### src/rtl/alu_ctrl_pkg.sv
// alu_ctrl_pkg
//   Shared definitions for the EX-stage ALU. It holds the 4-bit ALU control
//   codes, which the ALU decoder also uses, the default datapath width, the
//   FSM state encoding, and the internal shift-kind encoding.
//   It has no ports.
package alu_ctrl_pkg;

    localparam int XLEN_DEFAULT = 32;

    localparam logic [3:0] ALU_AND = 4'b0000;
    localparam logic [3:0] ALU_OR  = 4'b0001;
    localparam logic [3:0] ALU_ADD = 4'b0010;
    localparam logic [3:0] ALU_XOR = 4'b0011;
    localparam logic [3:0] ALU_SUB = 4'b0110;
    localparam logic [3:0] ALU_SLT = 4'b1000;
    localparam logic [3:0] ALU_SLL = 4'b1001;
    localparam logic [3:0] ALU_SRL = 4'b1010;
    localparam logic [3:0] ALU_SRA = 4'b1011;

    typedef enum logic [1:0] {
        IDLE  = 2'd0,
        SHIFT = 2'd1,
        DONE  = 2'd2
    } exState_e;

    typedef enum logic [1:0] {
        SH_SLL = 2'd0,
        SH_SRL = 2'd1,
        SH_SRA = 2'd2
    } shiftKind_e;

    function automatic logic isShiftCode(input logic [3:0] ctrl);
        return (ctrl == ALU_SLL) || (ctrl == ALU_SRL) || (ctrl == ALU_SRA);
    endfunction

    function automatic shiftKind_e toShiftKind(input logic [3:0] ctrl);
        case (ctrl)
            ALU_SRL: return SH_SRL;
            ALU_SRA: return SH_SRA;
            default: return SH_SLL;
        endcase
    endfunction

endpackage

### src/rtl/alu_exec_unit_if.sv
// alu_exec_unit_if
//   This interface carries the issue and result handshakes of the EX unit.
//   Signal suffixes are named from the point of view of the execution unit.
//   The slave modport is the execution unit. The master modport is the
//   pipeline side, meaning the issuer and the downstream consumer.
//     valid_i/ready_o        : issue handshake
//     ctrl_i/src1_i/src2_i   : operation and operands
//     valid_o/ready_i        : result handshake
//     result_o/zero_o        : registered result and zero flag
interface alu_exec_unit_if #(
    parameter int XLEN = 32
);
    logic            valid_i;
    logic            ready_o;
    logic [3:0]      ctrl_i;
    logic [XLEN-1:0] src1_i;
    logic [XLEN-1:0] src2_i;
    logic            valid_o;
    logic            ready_i;
    logic [XLEN-1:0] result_o;
    logic            zero_o;

    modport master (
        output valid_i, ctrl_i, src1_i, src2_i, ready_i,
        input  ready_o, valid_o, result_o, zero_o
    );

    modport slave (
        input  valid_i, ctrl_i, src1_i, src2_i, ready_i,
        output ready_o, valid_o, result_o, zero_o
    );
endinterface

### src/rtl/alu_iter_shifter.sv
// alu_iter_shifter
//   This is an iterative barrel-lite shifter. It moves at most SHIFT_STEP bit
//   positions per cycle until the remaining shift amount reaches zero.
//     clk_i, rst_i : clock and synchronous active-high reset
//     clear_i      : drops any shift in progress (flush)
//     load_i       : starts a new shift of value_i by shamt_i of kind kind_i
//     done_o       : high in the cycle whose step finishes the shift
//     result_o     : value after this cycle's step, valid when done_o is high
module alu_iter_shifter
    import alu_ctrl_pkg::*;
#(
    parameter int XLEN       = XLEN_DEFAULT,
    parameter int SHIFT_STEP = 4
) (
    input  logic                     clk_i,
    input  logic                     rst_i,
    input  logic                     clear_i,
    input  logic                     load_i,
    input  shiftKind_e               kind_i,
    input  logic [XLEN-1:0]          value_i,
    input  logic [$clog2(XLEN)-1:0]  shamt_i,
    output logic                     done_o,
    output logic [XLEN-1:0]          result_o
);
    localparam int SHW = $clog2(XLEN);
    // STEP_W is one bit wider than rem so that SHIFT_STEP == XLEN still fits.
    localparam logic [SHW:0] STEP_W = (SHW+1)'(SHIFT_STEP);

    logic [XLEN-1:0] work_q, work_d;
    logic [SHW-1:0]  rem_q, rem_d;
    shiftKind_e      kind_q, kind_d;
    logic [SHW-1:0]  step;
    logic [XLEN-1:0] shifted;

    // step = min(SHIFT_STEP, rem). The truncated STEP_W is only selected when
    // rem >= SHIFT_STEP, so it always fits.
    always_comb begin
        step = ({1'b0, rem_q} < STEP_W) ? rem_q : STEP_W[SHW-1:0];
        case (kind_q)
            SH_SRL:  shifted = work_q >> step;
            SH_SRA:  shifted = $signed(work_q) >>> step;
            default: shifted = work_q << step;
        endcase
    end

    always_comb begin
        work_d = work_q;
        rem_d  = rem_q;
        kind_d = kind_q;
        if (load_i) begin
            work_d = value_i;
            rem_d  = shamt_i;
            kind_d = kind_i;
        end else if (rem_q != '0) begin
            work_d = shifted;
            rem_d  = rem_q - step;
        end
    end

    assign done_o   = (rem_q != '0) && ({1'b0, rem_q} <= STEP_W);
    assign result_o = shifted;

    always_ff @(posedge clk_i) begin
        if (rst_i) begin
            work_q <= '0;
            rem_q  <= '0;
            kind_q <= SH_SLL;
        end else if (clear_i) begin
            rem_q  <= '0;
        end else begin
            work_q <= work_d;
            rem_q  <= rem_d;
            kind_q <= kind_d;
        end
    end
endmodule

### src/rtl/alu_exec_unit.sv
// alu_exec_unit
//   This is the multi-cycle EX-stage ALU. Logic, arithmetic and SLT
//   operations complete in one registered cycle. Shifts with a nonzero
//   amount iterate in alu_iter_shifter.
//     clk_i, rst_i : clock and synchronous active-high reset
//     flush_i      : discards the in-flight op and the op offered this cycle
//     busy_o       : high while a shift is iterating
//     bus          : issue/result handshake (alu_exec_unit_if.slave)
module alu_exec_unit
    import alu_ctrl_pkg::*;
#(
    parameter int XLEN       = XLEN_DEFAULT,
    parameter int SHIFT_STEP = 4
) (
    input  logic            clk_i,
    input  logic            rst_i,
    input  logic            flush_i,
    output logic            busy_o,
    alu_exec_unit_if.slave  bus
);
    localparam int SHW = $clog2(XLEN);

    exState_e        state_q;
    logic [XLEN-1:0] result_q;
    logic            zero_q;

    logic            accept;
    logic            startShift;
    logic [SHW-1:0]  shamt;
    logic [XLEN-1:0] aluResult;
    logic            shDone;
    logic [XLEN-1:0] shResult;

    // DONE can take a new op only while its result is being taken downstream.
    // Without this rule the held result would be overwritten.
    assign bus.ready_o = ~rst_i & ((state_q == IDLE) | ((state_q == DONE) & bus.ready_i));
    assign accept      = bus.valid_i & bus.ready_o & ~flush_i;
    assign shamt       = bus.src2_i[SHW-1:0];
    assign startShift  = accept & isShiftCode(bus.ctrl_i) & (shamt != '0);

    // One-cycle unit. A shift by zero passes src1 through unchanged.
    always_comb begin
        aluResult = bus.src1_i + bus.src2_i;
        case (bus.ctrl_i)
            ALU_SUB: aluResult = bus.src1_i - bus.src2_i;
            ALU_AND: aluResult = bus.src1_i & bus.src2_i;
            ALU_OR:  aluResult = bus.src1_i | bus.src2_i;
            ALU_XOR: aluResult = bus.src1_i ^ bus.src2_i;
            ALU_SLT: aluResult = {{(XLEN-1){1'b0}}, ($signed(bus.src1_i) < $signed(bus.src2_i))};
            ALU_SLL, ALU_SRL, ALU_SRA: aluResult = bus.src1_i;
            default: aluResult = bus.src1_i + bus.src2_i;
        endcase
    end

    alu_iter_shifter #(
        .XLEN       (XLEN),
        .SHIFT_STEP (SHIFT_STEP)
    ) u_shifter (
        .clk_i    (clk_i),
        .rst_i    (rst_i),
        .clear_i  (flush_i),
        .load_i   (startShift),
        .kind_i   (toShiftKind(bus.ctrl_i)),
        .value_i  (bus.src1_i),
        .shamt_i  (shamt),
        .done_o   (shDone),
        .result_o (shResult)
    );

    // Flush takes priority over accept and handshake. It leaves result_q
    // untouched, so the last completed result stays visible.
    always_ff @(posedge clk_i) begin
        if (rst_i) begin
            state_q  <= IDLE;
            result_q <= '0;
            zero_q   <= 1'b0;
        end else if (flush_i) begin
            state_q  <= IDLE;
        end else begin
            case (state_q)
                IDLE, DONE: begin
                    if (accept) begin
                        if (startShift) begin
                            state_q <= SHIFT;
                        end else begin
                            result_q <= aluResult;
                            zero_q   <= (aluResult == '0);
                            state_q  <= DONE;
                        end
                    end else if ((state_q == DONE) && bus.ready_i) begin
                        state_q <= IDLE;
                    end
                end
                SHIFT: begin
                    if (shDone) begin
                        result_q <= shResult;
                        zero_q   <= (shResult == '0);
                        state_q  <= DONE;
                    end
                end
                default: state_q <= IDLE;
            endcase
        end
    end

    assign bus.valid_o  = (state_q == DONE);
    assign bus.result_o = result_q;
    assign bus.zero_o   = zero_q;
    assign busy_o       = (state_q == SHIFT);
endmodule
### src/flat_wrapper.sv
// flat-port wrapper written by rule: the top's interface ports become plain ports
module alu_exec_unit_flat import alu_ctrl_pkg::*;
#(
    parameter int XLEN       = XLEN_DEFAULT,
    parameter int SHIFT_STEP = 4
)
  (clk_i, rst_i, flush_i, busy_o, bus_valid_i, bus_ctrl_i, bus_src1_i, bus_src2_i, bus_ready_i, bus_ready_o, bus_valid_o, bus_result_o, bus_zero_o);
  alu_exec_unit_if #(.XLEN(XLEN)) bus_i ();
  input  logic clk_i;
  input  logic rst_i;
  input  logic flush_i;
  output logic busy_o;
  input wire logic [$bits(bus_i.valid_i)-1:0] bus_valid_i;
  input wire logic [$bits(bus_i.ctrl_i)-1:0] bus_ctrl_i;
  input wire logic [$bits(bus_i.src1_i)-1:0] bus_src1_i;
  input wire logic [$bits(bus_i.src2_i)-1:0] bus_src2_i;
  input wire logic [$bits(bus_i.ready_i)-1:0] bus_ready_i;
  output wire logic [$bits(bus_i.ready_o)-1:0] bus_ready_o;
  output wire logic [$bits(bus_i.valid_o)-1:0] bus_valid_o;
  output wire logic [$bits(bus_i.result_o)-1:0] bus_result_o;
  output wire logic [$bits(bus_i.zero_o)-1:0] bus_zero_o;
  assign bus_i.valid_i = bus_valid_i;
  assign bus_i.ctrl_i = bus_ctrl_i;
  assign bus_i.src1_i = bus_src1_i;
  assign bus_i.src2_i = bus_src2_i;
  assign bus_i.ready_i = bus_ready_i;
  assign bus_ready_o = bus_i.ready_o;
  assign bus_valid_o = bus_i.valid_o;
  assign bus_result_o = bus_i.result_o;
  assign bus_zero_o = bus_i.zero_o;
  alu_exec_unit #(.XLEN(XLEN), .SHIFT_STEP(SHIFT_STEP)) u_core (.clk_i(clk_i), .rst_i(rst_i), .flush_i(flush_i), .busy_o(busy_o), .bus(bus_i));
endmodule
### config.mk
export PLATFORM = sky130hd
export DESIGN_NAME = alu_exec_unit_flat
export DESIGN_NICKNAME = d
export VERILOG_FILES = /design/src/rtl/alu_ctrl_pkg.sv /design/src/rtl/alu_exec_unit_if.sv /design/src/rtl/alu_iter_shifter.sv /design/src/rtl/alu_exec_unit.sv /design/src/flat_wrapper.sv
export SDC_FILE = /design/constraint.sdc
export NUM_CORES = 1
export LEC_CHECK = 0
export ABC_CLOCK_PERIOD_IN_PS = 6600
export CORE_MARGIN = 2
export CORE_UTILIZATION = 43
export DETAILED_ROUTE_END_ITERATION = 7
export SYNTH_ARGS = -nofsm -noshare
export SYNTH_HDL_FRONTEND = slang
export SYNTH_HIERARCHICAL = 1
export SYNTH_SLANG_ARGS = --single-unit
### constraint.sdc
create_clock -name clk_i -period 6.6 [get_ports clk_i]
set_input_delay 0.66 -clock clk_i [delete_from_list [all_inputs] [get_ports clk_i]]
set_output_delay 0.66 -clock clk_i [all_outputs]
set_load 0.05 [all_outputs]
# Word-level counts from Yosys, hierarchy flattened
# Cells that the tools add are included.
# classes
n_addsub	3
multipliers	0
n_div	0
n_lt_le_gt_ge	3
n_eq_ne	15
shift	3
n_mux	21
n_bitwise	12
n_reduce_logical	19
# ops
operator	n
one-hot mux 32 bit (6 select lines)	1
two-way mux 32 bit	5
one-hot mux 32 bit (2 select lines)	2
zero test 32 bit	2
adder 32 bit	1
AND 32 bit	1
less-than comparator 32 bit	1
bitwise OR 32 bit	1
left shift 32 x 5 -> 32 bit	1
right shift 32 x 5 -> 32 bit	1
>>> shifter 32 x 5 -> 32 bit	1
subtractor 32 bit	1
bitwise XOR 32 bit	1
== test 4 bit, second input constant	4
two-way mux 5 bit	3
nonzero test 5 bit	2
two-way mux 2 bit	4
one-hot mux 2 bit (2 select lines)	2
AND 1 bit	6
AND reduction 2 bit	3
less-or-equal comparator 5 x 3 -> 1 bit, second input constant	1
less-than comparator 5 x 3 -> 1 bit, second input constant	1
AND reduction 5 bit	1
subtractor 5 bit	1
19 further kinds	29
# totals
ff_bits	74
latch_bits	0
ramBits	0
rom_bits	0
input_bits	73
output_inout_bits	36
word_cells	82
mem_count	0

# Depth between registers and ports, before layout
# depth
depth_word	11
depth_mapped	15

# Hierarchy
# The synthesis kept the hierarchy.
# by_module_without_submodules
module	instances	cells_per_inst	area_each_um2	seq_area_each_um2
alu_exec_unit	1	1125	7572.3	700.7
alu_iter_shifter	1	612	4418.0	780.7

# Least setup slack after synthesis
# Ideal clock, no wire load.
# synth_timing
path_type	input to register
from	in bus_src1_i[0]
to	reg u_core.zero_q (netlist: u_core/bus.zero_o)
setup_ns	0.069
t_arrival_ns	3.541
required_time_ns	6.531
setup_slack_ns	2.990
path_stages	15
n_path_buf	0
path_cell_list	inv_1 > ha_1 > inv_1 > fa_1 > nor2b_2 > o311a_1 > o211a_1 > o31ai_1 > a31oi_1 > xnor2_1 > a221oi_1 > a21boi_0 > nor4bb_1 > nand4_1 > o21ai_1
# synth_via
elab_chain_len	6
word_cells_on_any_way	11
classes_between	2 x add/sub; 1 x order compare; 4 x mux; 3 x bitwise; 1 x reduce/logical
# synth_rtl
item	line	source
start, declared	flat_wrapper.sv:15	input wire logic [$bits(bus_i.src1_i)-1:0] bus_src1_i;
adder 32 bit, or another cell as far along	-	
one-hot mux 32 bit (6 select lines) *	alu_exec_unit.sv:44	case (bus.ctrl_i)
zero test 32 bit *	alu_exec_unit.sv:87	zero_q <= (aluResult == '0);
two-way mux 1 bit *	alu_exec_unit.sv:83	if (startShift) begin
two-way mux 1 bit *	alu_exec_unit.sv:82	if (accept) begin
one-hot mux 1 bit (2 select lines) *	alu_exec_unit.sv:80	case (state_q)
end signal, assigned	alu_exec_unit.sv:87	
end signal, assigned	alu_exec_unit.sv:97	zero_q <= (shResult == '0);
end, declared	alu_exec_unit.sv:25	logic zero_q;
# Every way passes the cells marked *; elsewhere a longest branch is shown, timed or not. The select of a mux whose other input is x is not followed.
# A chain may end at the register's enable or synchronous reset.

# Worst setup path in the final report
# layout_timing
from	in bus_src1_i[7]
to	reg u_core.zero_q (netlist: u_core/bus.zero_o)
# The elaborated chain is that of the path after synthesis.

==> results_dict.tcl <==
set metrics [dict create \
    status "complete, no violations" \
    worstSetupStartpointType "primary input" \
    timing.final.crit_share 0.740 \
    pwr-share-comb 0.438 \
    crit_fanout 15 \
    ctsHtreeMaxLevel 3 \
    fp-row-count 61 \
    final_cell_mix "nand2_1 (196), nor2_1 (154), a21oi_1 (149)" \
    drtPass1Iterations 6 \
    switching_power_mw 0.691 \
    synthTopCellsByArea "dfxtp_1 (12%), ha_1 (10%), a21oi_1 (6.2%), nand2_1 (6.1%), nor2_1 (4.9%)" \
    clock_skew_ns 0.00836 \
    synth_area_mm2 0.0120 \
    core_area_mm2 0.0276 \
    cp.depth 14 \
    crit_chain "clkdlybuf4s50_1 > inv_1 > ha_1 > nor2b_1 > or4_1 > o211a_1 > o31ai_1 > a31oi_1 > xnor2_1 > a221oi_1 > a21boi_0 > nor4bb_1 > nand4_1 > o21ai_1" \
    tightest_slew_ns 1.25 \
    hold_path_depth 2 \
    tns_ns 0 \
    ys_ff_latch 74 \
    crit_required_ns 6.87 \
    reg2reg_from "u_core/u_shifter/rem_q[1]" \
    cts_resized 0 \
    synth.distinct_cells 99 \
    wl_per_cell_um 23.8 \
    die_w_um 171 \
    whs_ns 0.456 \
    grt_pass1_wl_um 76900 \
    drcViolationCount 0 \
    grt_pass1_vias 12961 \
    path_buf_inv 2 \
    die_h_um 171 \
    r2r_cells 11 \
    gp_congestion 1.01 \
    grt-ovfl-total 0 \
    powerDensity_mw_per_mm2 128 \
    yosys_warnings 6 \
    synth_nets 1911 \
    rsz0062_at_grt "no" \
    max_stage_delay_ns 0.64 \
    rrSetupSlack_ns 2.51 \
    hold_path.class "register to register" \
    antenna_found_initial 0 \
    synth_top_area_cell "dfxtp_1" \
    synth-edff-count 0 \
    register_area_mm2 0.00148 \
    ant_nets 0 \
    via_per_inst 6.57 \
    vias 13914 \
    ctsHoldBuffers 0 \
    clock_path_buffers 2 \
    numPortBuffers 108 \
    multi_input_area_mm2 0.00947 \
    fill_cells 2882 \
    io_pins 109 \
    fin_crit_ns 4.88 \
    slew_violations 0 \
    netlist_instances 1737 \
    hold_start "u_core/bus.result_o[24]" \
    synth_top_area_frac 0.124 \
    endpoint_kind "register" \
    drive_gt1_frac 0.0690 \
    drt_wl_total_um 50400 \
    clk_latency_ns 0.33 \
    grt.total_usage 0.337 \
    area_delta_synth_final_pct 12.1 \
    p_int_mw 1.03 \
    clkTransAtPathRegs_ns 0.06 \
    leakage_nw 5.37 \
    cts_tree "done" \
    seq_area_frac_synth 0.124 \
    synth_area_per_cell_um2 6.90 \
    cts.sinks 74 \
    max-slew-margin-rel 0.164 \
    root_buffer "clkbuf_16" \
    slowest_stage "a221oi_1" \
    clock.fmax_mhz 205 \
    hpwlAfterDp_um 37800 \
    power_mw 1.72 \
    cts_setup_buffers 0 \
    critical_path_class "primary input to register" \
    ir_drop_uv 122 \
    synth_flop_cell "dfxtp_1" \
    cp.arrival_ns 5.15 \
    start_util 0.434 \
    crit_family "compound AO/OA/AOI/OAI gates" \
    drtIter0Drc 2073 \
    setup_violations 0 \
    critPathLaunch "bus_src1_i[7]" \
    final_common_cell "nand2_1" \
    async_reset_ff_frac 0 \
    hold_viol 0 \
    pwr-share-seq 0.271 \
    grt_max_degree 80 \
    p_sw_frac 0.402 \
    max-cap-violations 0 \
    cts_made_buffers 9 \
    antennaDiodeCount 0 \
    finalNetCount 1908 \
    clock_power_share 0.290 \
    dieArea_mm2 0.0292 \
]
-- power groups by stage --
stage | registers [mW] | logic, mW | clock network [mW]
floorplan | 0.486 | 0.466 | 0
global placement | 0.475 | 0.724 | 0
detailed placement | 0.475 | 0.725 | 0
CTS | 0.465 | 0.729 | 0.504
global route | 0.466 | 0.806 | 0.521
finish | 0.466 | 0.752 | 0.498
-- cell usage after synthesis (24+ instances only) --
cell type and instances:
a211oi_1 35, a21oi_1 149, a31oi_1 24, buf_2 33
clkbuf_1 95, dfxtp_1 74, ha_1 99, inv_1 107
mux2i_1 40, nand2_1 196, nand3_1 48, nor2_1 156
nor3_1 46, o211ai_1 34, o21ai_0 94
-- per-layer routing --
metal	wire, um	GRT usage	up-vias
met5	0	0	-
met4	1500	0.108	0
met3	4280	0.0453	103
met2	23400	0.552	749
met1	21200	0.456	6652
li1	-	-	6410
-- worst min-delay path, stage by stage (launching register included) --
cell     delay [ns]
dfxtp_1        0.31
nand2_1        0.05
a21oi_1        0.05
-- final cells by class --
cell class	count	share of cell area
Clock buffer	12	0.0183
Clock inverter	4	0.00382
Sequential cell	74	0.110
Inverter	108	0.0302
Tap cell	378	0.0352
Timing Repair Buffer	140	0.0979
Multi-Input combinational cell	1401	0.704
-- registers in the layout, summed over array words and instances, names as in the netlist --
register                 cells
u_core/u_shifter/kind_q      2
u_core/u_shifter/work_q     32
u_core/state_q               2
u_core/bus.zero_o            1
u_core/u_shifter/rem_q       5
u_core/bus.result_o         32
-- path summary, 6_finish.rpt --
kind,end
worst min register to register,u_core/bus.result_o[24]
worst min-delay path,u_core/bus.result_o[24]
worst max-delay path,u_core/bus.zero_o
worst max register to register,u_core/bus.zero_o
-- stage by stage --
stage,util,setup WS (ns),cells,area [um2]
after detailed placement,0.476,1.58,2101,13100
after floorplan,-,2.99,1737,12000
after CTS,0.487,1.93,2117,13400
after global placement,0.476,1.68,2101,13100
after global routing,0.487,1.63,2117,13400
final,0.487,1.72,2117,13400
-- cells by family after synthesis --
kind of cell,synth area share
other,0.000313
DFF,0.124
muxes,0.0718
and+or+nand+nor,0.247
adders and majority gates,0.107
buffers and inverters,0.0907
xor gates and xnor gates,0.0102
AOI/OAI and AO/OA,0.350
(Power assumes the default switching activity.)
